<file path="src/rtl/weight_bank_sequencer.sv">
// Sequences one weight bank: host writes DEPTH words into BRAM, then streams them to the MAC.
// Define WEIGHT_SEQ_LOAD_EN to include the host load path; otherwise the bank is read-only.
module weight_bank_sequencer #(
  parameter int unsigned DEPTH = 28,
  parameter int unsigned AW    = 5,
  parameter int unsigned DW    = 16
) (
  input  logic          CLK,
  input  logic          RST,
  input  logic          LOAD_START,
  input  logic          READ_START,
  input  logic          LD_VALID,
  input  logic [DW-1:0] LD_DATA,
  output logic          LD_READY,
  output logic          W_VALID,
  output logic [DW-1:0] W_DATA,
  output logic          W_LAST,
  input  logic          W_READY,
  output logic [AW-1:0] BRAM_ADDR,
  output logic [DW-1:0] BRAM_DI,
  output logic          BRAM_EN,
  output logic          BRAM_WE,
  input  logic [DW-1:0] BRAM_DO,
  output logic          BUSY,
  output logic          DONE
);

  localparam logic [AW-1:0] LAST_ADDR = AW'(DEPTH - 1);

  typedef enum logic [1:0] {
    IDLE  = 2'd0,
    LOAD  = 2'd1,
    READ  = 2'd2,
    DRAIN = 2'd3
  } state_t;

  state_t        state;
  state_t        state_next;
  logic [AW-1:0] count;
  logic          count_step;
  logic          issue;
  logic          done_next;
  logic          out_fire;

`ifndef WEIGHT_SEQ_LOAD_EN
  logic unused_load;
  assign unused_load = ^{LOAD_START, LD_VALID, LD_DATA};
`endif

  assign out_fire = W_VALID && W_READY;
  assign BUSY     = (state != IDLE);

  // State register
  always_ff @(posedge CLK or posedge RST) begin
    if (RST) state <= IDLE;
    else     state <= state_next;
  end

  // Next-state logic; a read request takes priority over a load request
  always_comb begin
    state_next = state;
    done_next  = 1'b0;
    unique case (state)
      IDLE: begin
        if (READ_START) state_next = READ;
`ifdef WEIGHT_SEQ_LOAD_EN
        else if (LOAD_START) state_next = LOAD;
`endif
      end
`ifdef WEIGHT_SEQ_LOAD_EN
      LOAD: begin
        if (LD_VALID && (count == LAST_ADDR)) begin
          state_next = IDLE;
          done_next  = 1'b1;
        end
      end
`endif
      READ: begin
        if (issue && (count == LAST_ADDR)) state_next = DRAIN;
      end
      DRAIN: begin
        if (out_fire && W_LAST) begin
          state_next = IDLE;
          done_next  = 1'b1;
        end
      end
      default: state_next = IDLE;
    endcase
  end

  // BRAM port and handshake outputs; a read is issued only when the output slot frees up
  always_comb begin
    LD_READY   = 1'b0;
    BRAM_EN    = 1'b0;
    BRAM_WE    = 1'b0;
    BRAM_ADDR  = count;
    BRAM_DI    = '0;
    issue      = 1'b0;
    count_step = 1'b0;
    case (state)
`ifdef WEIGHT_SEQ_LOAD_EN
      LOAD: begin
        LD_READY   = 1'b1;
        BRAM_DI    = LD_DATA;
        BRAM_EN    = LD_VALID;
        BRAM_WE    = LD_VALID;
        count_step = LD_VALID;
      end
`endif
      READ: begin
        issue      = !W_VALID || W_READY;
        BRAM_EN    = issue;
        count_step = issue;
      end
      default: ;
    endcase
  end

  // Address counter, output slot and completion pulse
  always_ff @(posedge CLK or posedge RST) begin
    if (RST) begin
      count   <= '0;
      W_VALID <= 1'b0;
      W_DATA  <= '0;
      W_LAST  <= 1'b0;
      DONE    <= 1'b0;
    end else begin
      DONE <= done_next;
      if (state == IDLE) begin
        count <= '0;
      end else if (count_step) begin
        count <= (count == LAST_ADDR) ? '0 : count + AW'(1);
      end
      // BRAM_DO settled on the negedge of the issue cycle
      if (issue) begin
        W_VALID <= 1'b1;
        W_DATA  <= BRAM_DO;
        W_LAST  <= (count == LAST_ADDR);
      end else if (out_fire) begin
        W_VALID <= 1'b0;
        W_LAST  <= 1'b0;
      end
    end
  end

endmodule

</file>
<file path="config.mk">
export PLATFORM = sky130hd
export DESIGN_NAME = weight_bank_sequencer
export DESIGN_NICKNAME = d
export VERILOG_FILES = /design/src/rtl/weight_bank_sequencer.sv
export SDC_FILE = /design/constraint.sdc
export NUM_CORES = 1
export LEC_CHECK = 0
export BUFFER_PORTS_ARGS = -buffer_cell sky130_fd_sc_hd__buf_2
export CAP_MARGIN = 20
export CORE_ASPECT_RATIO = 0.9
export CORE_UTILIZATION = 39
export CTS_BUF_LIST = sky130_fd_sc_hd__clkbuf_8
export DETAILED_ROUTE_END_ITERATION = 8
export PLACE_DENSITY = 0.77
export SETUP_SLACK_MARGIN = 0.5
export SLEW_MARGIN = 40
export SYNTH_ARGS = -nofsm -noshare
export SYNTH_HDL_FRONTEND = slang
export SYNTH_SLANG_ARGS = --single-unit
</file>
<file path="constraint.sdc">
create_clock -name CLK -period 1.4 [get_ports CLK]
set_input_delay 0.07 -clock CLK [delete_from_list [all_inputs] [get_ports CLK]]
set_output_delay 0.07 -clock CLK [all_outputs]
set_load 0.005 [all_outputs]
</file>
-- Word-level counts from Yosys, hierarchy flattened
Index checks and enable logic that the tools add are counted.
- output and inout port bits: 44
- register bits after elaboration: 26
- bits of input ports: 38
- word-level logic and storage cells: 36
- equality and inequality tests: 6
- mux-type cells: 13
- reduce and logical (&&, ||, !) cells: 10
- $add $sub $neg: 1
- operators by type and width (cell ; number):
    5-bit 2-to-1 mux ; 3
    1-bit 2-to-1 mux ; 6
    2-bit 2-to-1 mux ; 3
    2-bit != test (second input constant) ; 3
    2-bit one-hot mux with 3 select lines ; 1
    2-bit nonzero test ; 3
    5-bit by 1-bit adder with 5-bit output (second input constant) ; 1
    5-bit equality test (second input constant) ; 1
    2-bit equality test (second input constant) ; 2
    1-bit logical AND ; 3
    3-bit AND reduction ; 1
    2-bit zero test ; 1
    1-bit zero test ; 1
    1-bit logical OR ; 1

-- Depth between registers and ports, before layout
Gate-level depths: netlist of the first run.
- depth after elaboration: 6
- depth in mapped cells: 6
- mapped depth without buffers: 5

-- Worst setup path before layout of the first run
No wires, ideal clock.
- kind: reg2reg
- start: register count[0] (netlist: BRAM_ADDR[0])
- end: register count[2] (netlist: BRAM_ADDR[2])
- arrival: 1.160 ns
- required time: 1.257 ns
- setup slack: 0.097 ns
- path buffers: 0
- stages on the path, launching flop included: 5
- cell sequence: dfrtp_1 -> ha_1 -> nand4b_1 -> a31oi_4 -> a311oi_2
- cells in the longest elaborated chain, start to end: 4
- elaborated cells between the ends (all ways): 5
- classes of those cells: add/sub (1); eq/ne (1); mux (3)
- ends and longest elaborated chain (item ; RTL line ; source):
    start: declaration ; 39 ; logic [AW-1:0] count;
    start signal: assignment ; 132 ; count <= (count == LAST_ADDR) ? '0 : count + AW'(1);
    5-bit by 1-bit adder with 5-bit output or 5-bit equality test (tied branches) ; 132 ;
    5-bit 2-to-1 mux (*) ; 132 ;
    5-bit 2-to-1 mux (*) ; 131 ; end else if (count_step) begin
    5-bit 2-to-1 mux (*) ; 129 ; if (state == IDLE) begin
Every way passes the cells marked *; elsewhere a longest branch is shown, timed or not. The select of a mux whose other input is x is not followed.
A chain may end at the register's enable or synchronous reset.

-- Final worst setup path of the first run
- start: register state[1]
- end: register W_DATA[5]
- cells in the longest elaborated chain, start to end: 2
- ends and longest elaborated chain (item ; RTL line ; source):
    start: declaration ; 37 ; state_t state;
    start signal: assignment ; 56 ; else state <= state_next;
    2-bit equality test ; 100 ; case (state)
    1-bit 2-to-1 mux ; 100 ;
    end signal: assignment ; 124 ; W_DATA <= '0;
    end signal: assignment ; 137 ; W_DATA <= BRAM_DO;
    end: declaration ; 16 ; output logic [DW-1:0] W_DATA,
No other way between the ends.

==> impl_metrics.csv, run 1 <==
group,metric,value,unit
outcome,outcome,"completed",
timing,setup_slack,116.1,ps
finish,area_growth,43.06,%
timing,fmax,778.9,MHz
placement,globalplace.congestion,0.7472,
routing,drtPass1Iterations,3,
cts,cts.root.buffer_cell,"clkbuf_8",
logic_synthesis,syn_area,1261,sq um
critical_path,critPathSlowestCell,"dfrtp_1",
critical_path,reg2reg_from,"state[1]",
logic_synthesis,synth-edff-count,0,
worst_hold_path,worstHoldStart,"BRAM_DO[1]",
job,maxCapViolations,0,
floorplan,coreArea,3067,sq um
power_and_ir_drop,power,2.225,mW
placement,io_buffers,45,
floorplan,die_h,55.95,um
logic_synthesis,synth-seq-cells,26,
cts,cts.clk_slew.worst_paths,90,ps
routing,viasPerCell,4.545,
worst_hold_path,hold_class,"primary input to flip-flop",
cts,clock-sinks,26,
grt,grt_max_degree,27,
logic_synthesis,async_flop_share,1.000,
power_and_ir_drop,cellPowerDensity,1233,nW/um^2
floorplan,fp-row-count,19,
logic_synthesis,synth_top_cell_by_area,"dfrtp_1",
logic_synthesis,yosys-top-cells-count,"dfrtp_1 (26), buf_4 (18), mux2_2 (16), nand2_1 (9), o21ai_0 (5)",
power_and_ir_drop,power.switching,0.6306,mW
critical_path,critPathRequiredTime,1550,ps
routing,drt_iter0_markers,22,
cts,cts.path.max_buffers,2,
timing,fin_setup_tns,0,ps
finish,diodes,0,
floorplan,dieArea,3466,sq um
finish,fill_cells,245,
timing,finalMaxSlewViolations,0,
logic_synthesis,synth_compound_area_frac,0.06151,
logic_synthesis,syn_inst,102,
power_and_ir_drop,p_leak,0.9343,nW
timing,rsz0062_at_grt,"true",
critical_path,cp.arrival,1440,ps
grt,grt_antenna_before_repair,0,
critical_path,path_cells,"nor2b_4 > nand2_8 > inv_6 > mux2_4",
logic_synthesis,synth_top_area_share,0.5159,
routing,finalWirelength,2760,um
routing,vias,959,
cts,cts_buffers,3,
floorplan,start_util,0.4113,
power_and_ir_drop,swShare,0.2835,
floorplan,fp.dieW,61.95,um
critical_path,startpoint,"state[1]",
power_and_ir_drop,internal-power,1.594,mW
routing,wl_per_cell,13.08,um
timing,setup_viol,0,
floorplan,io_pins,82,
power_and_ir_drop,ir_drop,0.4448,mV
critical_path,path_class,"flip-flop to flip-flop",
logic_synthesis,netlist_top_cells_area,"dfrtp_1 (52%), mux2_2 (14%), buf_4 (11%), nand2_1 (2.7%), o21ai_0 (2.0%)",
logic_synthesis,yosysUniqueCellTypes,25,
finish,nets,209,
logic_synthesis,yosys_warnings,0,
logic_synthesis,synth-simple-area-share,0.09425,
grt,grt-ovfl-total,0,
grt,grt_usage,0.1490,
logic_synthesis,synth_top_family_by_area,"multiplexers",
timing,hold_violations,0,
grt,grt_pass1_wl,3905,um
logic_synthesis,synth_fa_ha_area_frac,0.009921,
finish,layout-drive-gt1-share,0.5799,
placement,hpwl,1713,um
cts,insertion_delay,270,ps
logic_synthesis,yosysMostFrequentCell,"dfrtp_1",
logic_synthesis,synth_xor_area_frac,0.006944,
critical_path,max_stage_delay,390,ps
logic_synthesis,synth-main-ff-cell,"dfrtp_1",
cts,cts_tree,"yes",
timing,fin_worst_skew,6.004,ps
logic_synthesis,syn_area_per_cell,12.36,sq um
critical_path,path_max_fanout,6,
logic_synthesis,synth_seq_area_share,0.5159,
critical_path,endpoint_kind,"flip-flop",
power_and_ir_drop,power_frac_seq,0.432,
critical_path,cp-start-kind,"flip-flop",
cts,htreeDepth,1,
placement,dp_slack,62.43,ps
routing,drc,0,
timing,fin_crit,1284,ps
logic_synthesis,muxShareOfSynthArea,0.1587,
grt,grt_pass1_vias,891,
routing,ant_nets,0,
power_and_ir_drop,pwr-share-comb,0.353,
timing,period_share,0.9171,
power_and_ir_drop,power_frac_clock,0.215,
==> layer usage <==
layer	vias up	global-route usage	routed length [um]	part of all wire
met5	-	0	0	0
met1	461	0.1751	1092	0.40
met4	0	0.04444	49	0.018
li1	444	-	-	-
met3	9	0.03953	188	0.068
met2	45	0.2568	1429	0.52
==> worst max-delay path: cells and delay by family, from the launching register on <==
family | cells | cell delay (ps)
AND/OR/NAND/NOR | 2 | 360
multiplexers | 1 | 300
buffers and inverters | 1 | 120
flip-flops | 1 | 390
==> stage by stage <==
step	utilization	cells	cell area, sq um	hold WS, ps
3_5_place_dp	0.4969	190	1524	140.9
3_3_place_gp	0.4969	190	1524	137.8
2_1_floorplan	-	119	1386	110.0
5_1_grt	0.5883	211	1804	13.81
4_1_cts	0.5504	204	1688	18.49
6_report	0.5883	211	1804	23.99
==> power groups by stage <==
stage / Sequential (mW) / Clock [mW] / Combinational, mW
after floorplan: 0.997 / 0 / 0.333
final: 0.961 / 0.478 / 0.786
after global placement: 0.964 / 0 / 0.502
after CTS: 0.955 / 0.494 / 0.681
after detailed placement: 0.972 / 0 / 0.523
after global routing: 0.976 / 0.519 / 0.848
==> worst paths after layout <==
kind	end	slack, ps	cells past startpoint
min in group asynchronous	W_DATA[13]	400	4
max	W_DATA[5]	120	4
min	W_DATA[1]	20	2
min reg2reg	W_DATA[14]	510	1
max in group asynchronous	BRAM_ADDR[3]	740	4
max reg2reg	W_DATA[5]	120	4
==> final cells by class <==
| class | count | area, sq um | area share |
|---|---|---|---|
| Timing Repair Buffer | 64 | 420.4 | 0.2330 |
| Clock buffer | 4 | 55.05 | 0.03051 |
| Inverter | 4 | 27.53 | 0.01526 |
| Sequential cell | 26 | 651.9 | 0.3613 |
| Tap cell | 42 | 52.55 | 0.02913 |
| Timing Repair inverter | 2 | 25.02 | 0.01387 |
| Multi-Input combinational cell | 69 | 571.8 | 0.3169 |
==> sequential cells by signal, summed over array words and instances, names as in the netlist <==
| signal | cells |
|---|---|
| state | 2 |
| DONE | 1 |
| W_VALID | 1 |
| W_LAST | 1 |
| W_DATA | 16 |
| BRAM_ADDR | 5 |
==> cell families (layout without fill, tap and decap cells) <==
group | count (synthesis) | count (layout)
buffers and inverters | 24 | 74
DFF | 26 | 26
AOI/OAI and AO/OA | 10 | 10
adders and majority gates | 1 | 1
xor gates and xnor gates | 1 | 1
and+or+nand+nor | 21 | 21
other | 1 | 18
muxes | 18 | 18
==> repair_timing <==
action / in CTS / in global routing
setup endpoints to repair: 33 / 33
endpoints found under the hold margin: 26 / 0
hold buffers: 1 / 0
setup buffers: 8 / 6
cloned: 1 / 1
resized for setup: 10 / 13
pin swaps: 4 / 3
==> cell usage in the layout (no fill, tap or decap), types with 2 or more instances in the layout <==
master	instances
conb_1	18
buf_6	10
buf_2	40
mux2_4	12
inv_1	2
o21ai_1	4
clkbuf_8	4
dfrtp_1	25
nand2_1	9
mux2_2	4
mux2i_1	2
a21oi_2	2
buf_4	13
nand3_1	2
and3_1	2
(Power assumes the default switching activity.)
==> run 2: changes to the inputs <==
--- a/config.mk
+++ b/config.mk
@@ -12,6 +12,7 @@
 export CTS_BUF_LIST = sky130_fd_sc_hd__clkbuf_8
 export DETAILED_ROUTE_END_ITERATION = 8
 export PLACE_DENSITY = 0.77
+export RECOVER_POWER = 100
 export SETUP_SLACK_MARGIN = 0.5
 export SLEW_MARGIN = 40
 export SYNTH_ARGS = -nofsm -noshare
==> impl_metrics.csv, run 2 (same netlist as run 1, synthesis figures left out) <==
group,metric,value,unit
outcome,outcome,"completed",
critical_path,path_class,"flip-flop to flip-flop",
power_and_ir_drop,power.switching,0.6286,mW
floorplan,io_pins,82,
power_and_ir_drop,swShare,0.2882,
cts,cts_buffers,3,
routing,vias,961,
critical_path,path_max_fanout,4,
cts,cts.root.buffer_cell,"clkbuf_8",
floorplan,dieArea,3466,sq um
cts,cts.path.max_buffers,2,
power_and_ir_drop,pwr-share-comb,0.342,
grt,grt_max_degree,27,
power_and_ir_drop,p_leak,0.8904,nW
finish,mostFrequentLayoutCell,"buf_2",
cts,insertion_delay,270,ps
timing,setup_viol,0,
grt,grt_antenna_before_repair,0,
floorplan,fp.dieW,61.95,um
critical_path,cp-start-kind,"flip-flop",
finish,stdcell_count,211,
finish,top_register,"W_DATA",
critical_path,endpoint_kind,"flip-flop",
timing,setup_slack,82.42,ps
floorplan,start_util,0.4113,
worst_hold_path,hold_class,"primary input to flip-flop",
placement,io_buffers,45,
timing,rsz0062_at_grt,"true",
timing,fin_worst_skew,7.453,ps
floorplan,coreArea,3067,sq um
timing,fin_crit,1318,ps
placement,dp.cells,190,
critical_path,critPathRequiredTime,1570,ps
cts,cts_tree,"yes",
timing,finalMaxSlewViolations,0,
timing,tightest_slew,636.1,ps
power_and_ir_drop,power_frac_seq,0.438,
grt,grt_usage,0.1490,
power_and_ir_drop,internal-power,1.553,mW
timing,hold_violations,0,
routing,wl_per_cell,13.21,um
timing,whs,22.29,ps
placement,hpwl,1713,um
critical_path,cp.arrival,1480,ps
routing,m1WireLength,1109,um
floorplan,die_h,55.95,um
grt,grt-ovfl-total,0,
power_and_ir_drop,cellPowerDensity,1244,nW/um^2
timing,slew_headroom,0.5759,
finish,design_area,1754,sq um
routing,finalWirelength,2788,um
finish,largest_reg_flops,16,
finish,most-common-layout-cells,"buf_2 (31), dfrtp_1 (26), conb_1 (18), clkbuf_1 (13), mux2_4 (12)",
timing,fin_setup_tns,0,ps
placement,placed_area,1524,sq um
job,maxCapViolations,0,
cts,clock-sinks,26,
cts,cts.clk_slew.worst_paths,90,ps
grt,grt_pass1_wl,3905,um
placement,globalplace.congestion,0.7472,
grt,grt_pass1_vias,891,
power_and_ir_drop,ir_drop,0.4435,mV
power_and_ir_drop,power_frac_clock,0.220,
routing,dr_wl_met3,197,um
routing,drtPass1Iterations,4,
finish,diodes,0,
finish,fill_cells,266,
routing,viasPerCell,4.555,
finish,final_core_util,0.5720,
floorplan,fp-row-count,19,
finish,layout-drive-gt1-share,0.4852,
routing,dr.max_layer_used,"met4",
cts,htreeDepth,1,
timing,fmax,759.0,MHz
power_and_ir_drop,power,2.182,mW
timing,period_share,0.9411,
routing,ant_nets,0,
finish,nets,209,
routing,drc,0,
routing,drt_iter0_markers,24,
placement,dp_slack,62.43,ps
routing,dr_wl_met2,1431,um
finish,area_growth,39.09,%
[run 2: cell count changes in the layout (fill, tap and decap cells not counted), sizes merged]
cell / before / now
buf: 63 / 49
clkbuf: 4 / 18
[run 2: worst max-delay path, cell delays in order, from the launching register on]
cell,delay (ps)
dfrtp_1,400
clkbuf_1,240
and3_1,280
o21ai_1,100
and3_1,200
[run 2: path summary, 6_finish.rpt]
check                      startpoint    endpoint  slack [ps]  depth (start not counted)
max                          state[0]    state[0]          80                          4
min                        BRAM_DO[1]   W_DATA[1]          20                          2
max reg2reg                  state[0]    state[0]          80                          4
min reg2reg                W_DATA[14]  W_DATA[14]         510                          1
max in group asynchronous         RST   W_DATA[5]         470                          4
min in group asynchronous         RST  W_DATA[13]         510                          4
[run 2: final cells by class]
type | count | area, sq um | area share
multi-input combinational | 69 | 563.0 | 0.3210
tap | 42 | 52.55 | 0.02996
sequential | 26 | 650.6 | 0.3709
inverter | 4 | 27.53 | 0.01569
timing repair buffer | 64 | 380.4 | 0.2168
timing repair inverter | 2 | 25.02 | 0.01427
clock buffer | 4 | 55.05 | 0.03138
[run 2: power groups by stage]
stage               clock [mW]  sequential (mW)  combinational, mW
floorplan                    0            0.997              0.333
global placement             0            0.964              0.502
detailed placement           0            0.972              0.523
CTS                      0.494            0.955              0.681
global route             0.519            0.970              0.808
finish                   0.480            0.955              0.746
[run 2: metal layers]
layer,vias to the layer above,global-route usage
li1,446,-
met1,457,0.1751
met2,49,0.2568
met3,9,0.03953
met4,0,0.04444
met5,-,0
[run 2: repair_timing]
item,4_1_cts,5_1_grt
hold buffers,1,0
buffers inserted,8,6
pin swaps,4,3
endpoints found under the hold margin,26,0
cloned,1,1
resized for setup,10,13
setup endpoints to repair,33,33
==> run 3: changes to the inputs <==
--- a/config.mk
+++ b/config.mk
@@ -11,9 +11,9 @@
 export CORE_UTILIZATION = 39
 export CTS_BUF_LIST = sky130_fd_sc_hd__clkbuf_8
 export DETAILED_ROUTE_END_ITERATION = 8
+export GPL_ROUTABILITY_DRIVEN = 0
 export PLACE_DENSITY = 0.77
 export RECOVER_POWER = 100
-export SETUP_SLACK_MARGIN = 0.5
 export SLEW_MARGIN = 40
 export SYNTH_ARGS = -nofsm -noshare
 export SYNTH_HDL_FRONTEND = slang
==> impl_metrics.csv, run 3 (same netlist as run 1, synthesis figures left out) <==
group,metric,value,unit
timing,tightest_slew,637.8,ps
finish,nets,193,
grt,grt-ovfl-total,0,
critical_path,reg2reg_from,"state[0]",
job,maxCapViolations,0,
routing,drt_iter0_markers,32,
timing,setup_viol,0,
finish,diodes,0,
grt,grt_pass1_wl,3739,um
critical_path,path_class,"flip-flop to primary output",
timing,setup_slack,69.73,ps
finish,largest_reg_flops,16,
cts,clock-sinks,26,
finish,design_area,1516,sq um
cts,cts_buffers,3,
cts,cts.clk_slew.worst_paths,90,ps
power_and_ir_drop,p_leak,0.7479,nW
critical_path,max_stage_delay,460,ps
finish,area_growth,20.24,%
finish,mostFrequentLayoutCell,"buf_2",
power_and_ir_drop,internal-power,1.347,mW
timing,fin_worst_skew,3.358,ps
routing,wl_per_cell,12.02,um
critical_path,cp_num_buf_inv,2,
critical_path,endpoint_kind,"primary output",
critical_path,path_cells,"nor2b_4 > nand2_4 > clkinv_8 > buf_2",
placement,dp_slack,54.84,ps
placement,placed_area,1466,sq um
routing,vias,875,
routing,drc,0,
critical_path,cp.arrival,1260,ps
critical_path,startpoint,"state[0]",
worst_hold_path,hold_class,"primary input to flip-flop",
timing,fin_setup_tns,0,ps
power_and_ir_drop,power,1.887,mW
timing,finalMaxSlewViolations,0,
power_and_ir_drop,swShare,0.2864,
timing,fin_crit,1330,ps
cts,cts.path.max_buffers,2,
worst_hold_path,worstHoldStart,"BRAM_DO[10]",
floorplan,coreArea,3067,sq um
grt,grt_max_degree,27,
cts,cts_tree,"yes",
timing,slew_headroom,0.5748,
routing,finalWirelength,2344,um
power_and_ir_drop,pwr-share-comb,0.244,
routing,viasPerCell,4.487,
finish,layout-drive-gt1-share,0.4183,
timing,period_share,0.9502,
placement,io_buffers,45,
timing,hold_violations,0,
grt,grt_usage,0.1446,
floorplan,start_util,0.4113,
routing,ant_nets,0,
power_and_ir_drop,power.switching,0.5403,mW
timing,rsz0062_at_grt,"false",
floorplan,fp.dieW,61.95,um
outcome,outcome,"completed",
critical_path,critPathSlowestCell,"dfrtp_1",
placement,hpwl,1808,um
power_and_ir_drop,cellPowerDensity,1244,nW/um^2
critical_path,critPathRequiredTime,1330,ps
floorplan,die_h,55.95,um
finish,fill_cells,298,
cts,cts.root.buffer_cell,"clkbuf_8",
critical_path,path_max_fanout,24,
cts,htreeDepth,1,
power_and_ir_drop,ir_drop,0.9746,mV
critical_path,crit_family,"flip-flops",
floorplan,io_pins,82,
routing,drtPass1Iterations,4,
grt,grt_antenna_before_repair,0,
critical_path,cp-start-kind,"flip-flop",
floorplan,fp-row-count,19,
power_and_ir_drop,power_frac_clock,0.252,
finish,most-common-layout-cells,"buf_2 (34), dfrtp_1 (26), conb_1 (18), mux2_2 (16), clkbuf_1 (12)",
cts,insertion_delay,260,ps
power_and_ir_drop,power_frac_seq,0.504,
finish,final_core_util,0.4945,
finish,top_register,"W_DATA",
floorplan,dieArea,3466,sq um
timing,fmax,751.7,MHz
grt,grt_pass1_vias,813,
run 3: final timing paths:
| path | endpoint | slack, ps | depth (start not counted) |
|---|---|---|---|
| max | BRAM_EN | 70 | 4 |
| max reg2reg | W_DATA[13] | 70 | 4 |
| min | W_DATA[10] | 30 | 2 |
| max in group asynchronous | BRAM_ADDR[3] | 480 | 4 |
| min reg2reg | W_DATA[15] | 510 | 1 |
| min in group asynchronous | W_DATA[5] | 510 | 4 |
run 3: power groups by stage:
stage / clock, mW / sequential [mW] / combinational [mW]
after global placement: 0 / 0.954 / 0.466
after CTS: 0.488 / 0.953 / 0.494
after global routing: 0.518 / 0.971 / 0.523
after detailed placement: 0 / 0.967 / 0.490
after floorplan: 0 / 0.987 / 0.288
final: 0.475 / 0.951 / 0.461
run 3: layout make-up:
class	count	area [sq um]	share of cell area
Sequential cell	26	650.6	0.4290
Multi-Input combinational cell	69	488.0	0.3218
Timing Repair Buffer	50	242.7	0.1601
Clock buffer	4	55.05	0.03630
Tap cell	42	52.55	0.03465
Inverter	4	27.53	0.01815
run 3: repair_timing:
item	in CTS	in global routing
hold endpoints to repair	26	0
setup buffers	0	0
hold buffers	1	0
setup endpoints to repair	0	13
gates resized for setup	0	2
run 3: worst register-to-register path, delay by kind of cell (launching register included):
family	cells	cell delay [ps]
DFF	1	460
and+or+nand+nor	2	270
muxes	1	360
buffers and inverters	1	130
run 3: through the flow:
stage	hold WS, ps	std cells
after floorplan	110.0	119
after global placement	133.2	190
after detailed placement	141.8	190
after CTS	22.32	195
after global routing	18.10	195
final	29.11	195
run 3: per-layer routing:
layer | global-route usage | part of all wire | vias to the layer above
met2 | 0.2553 | 0.52 | 33
met4 | 0.01905 | 0.0055 | 0
met3 | 0.04186 | 0.058 | 2
met5 | 0 | 0 | -
met1 | 0.1732 | 0.42 | 429
li1 | - | - | 411
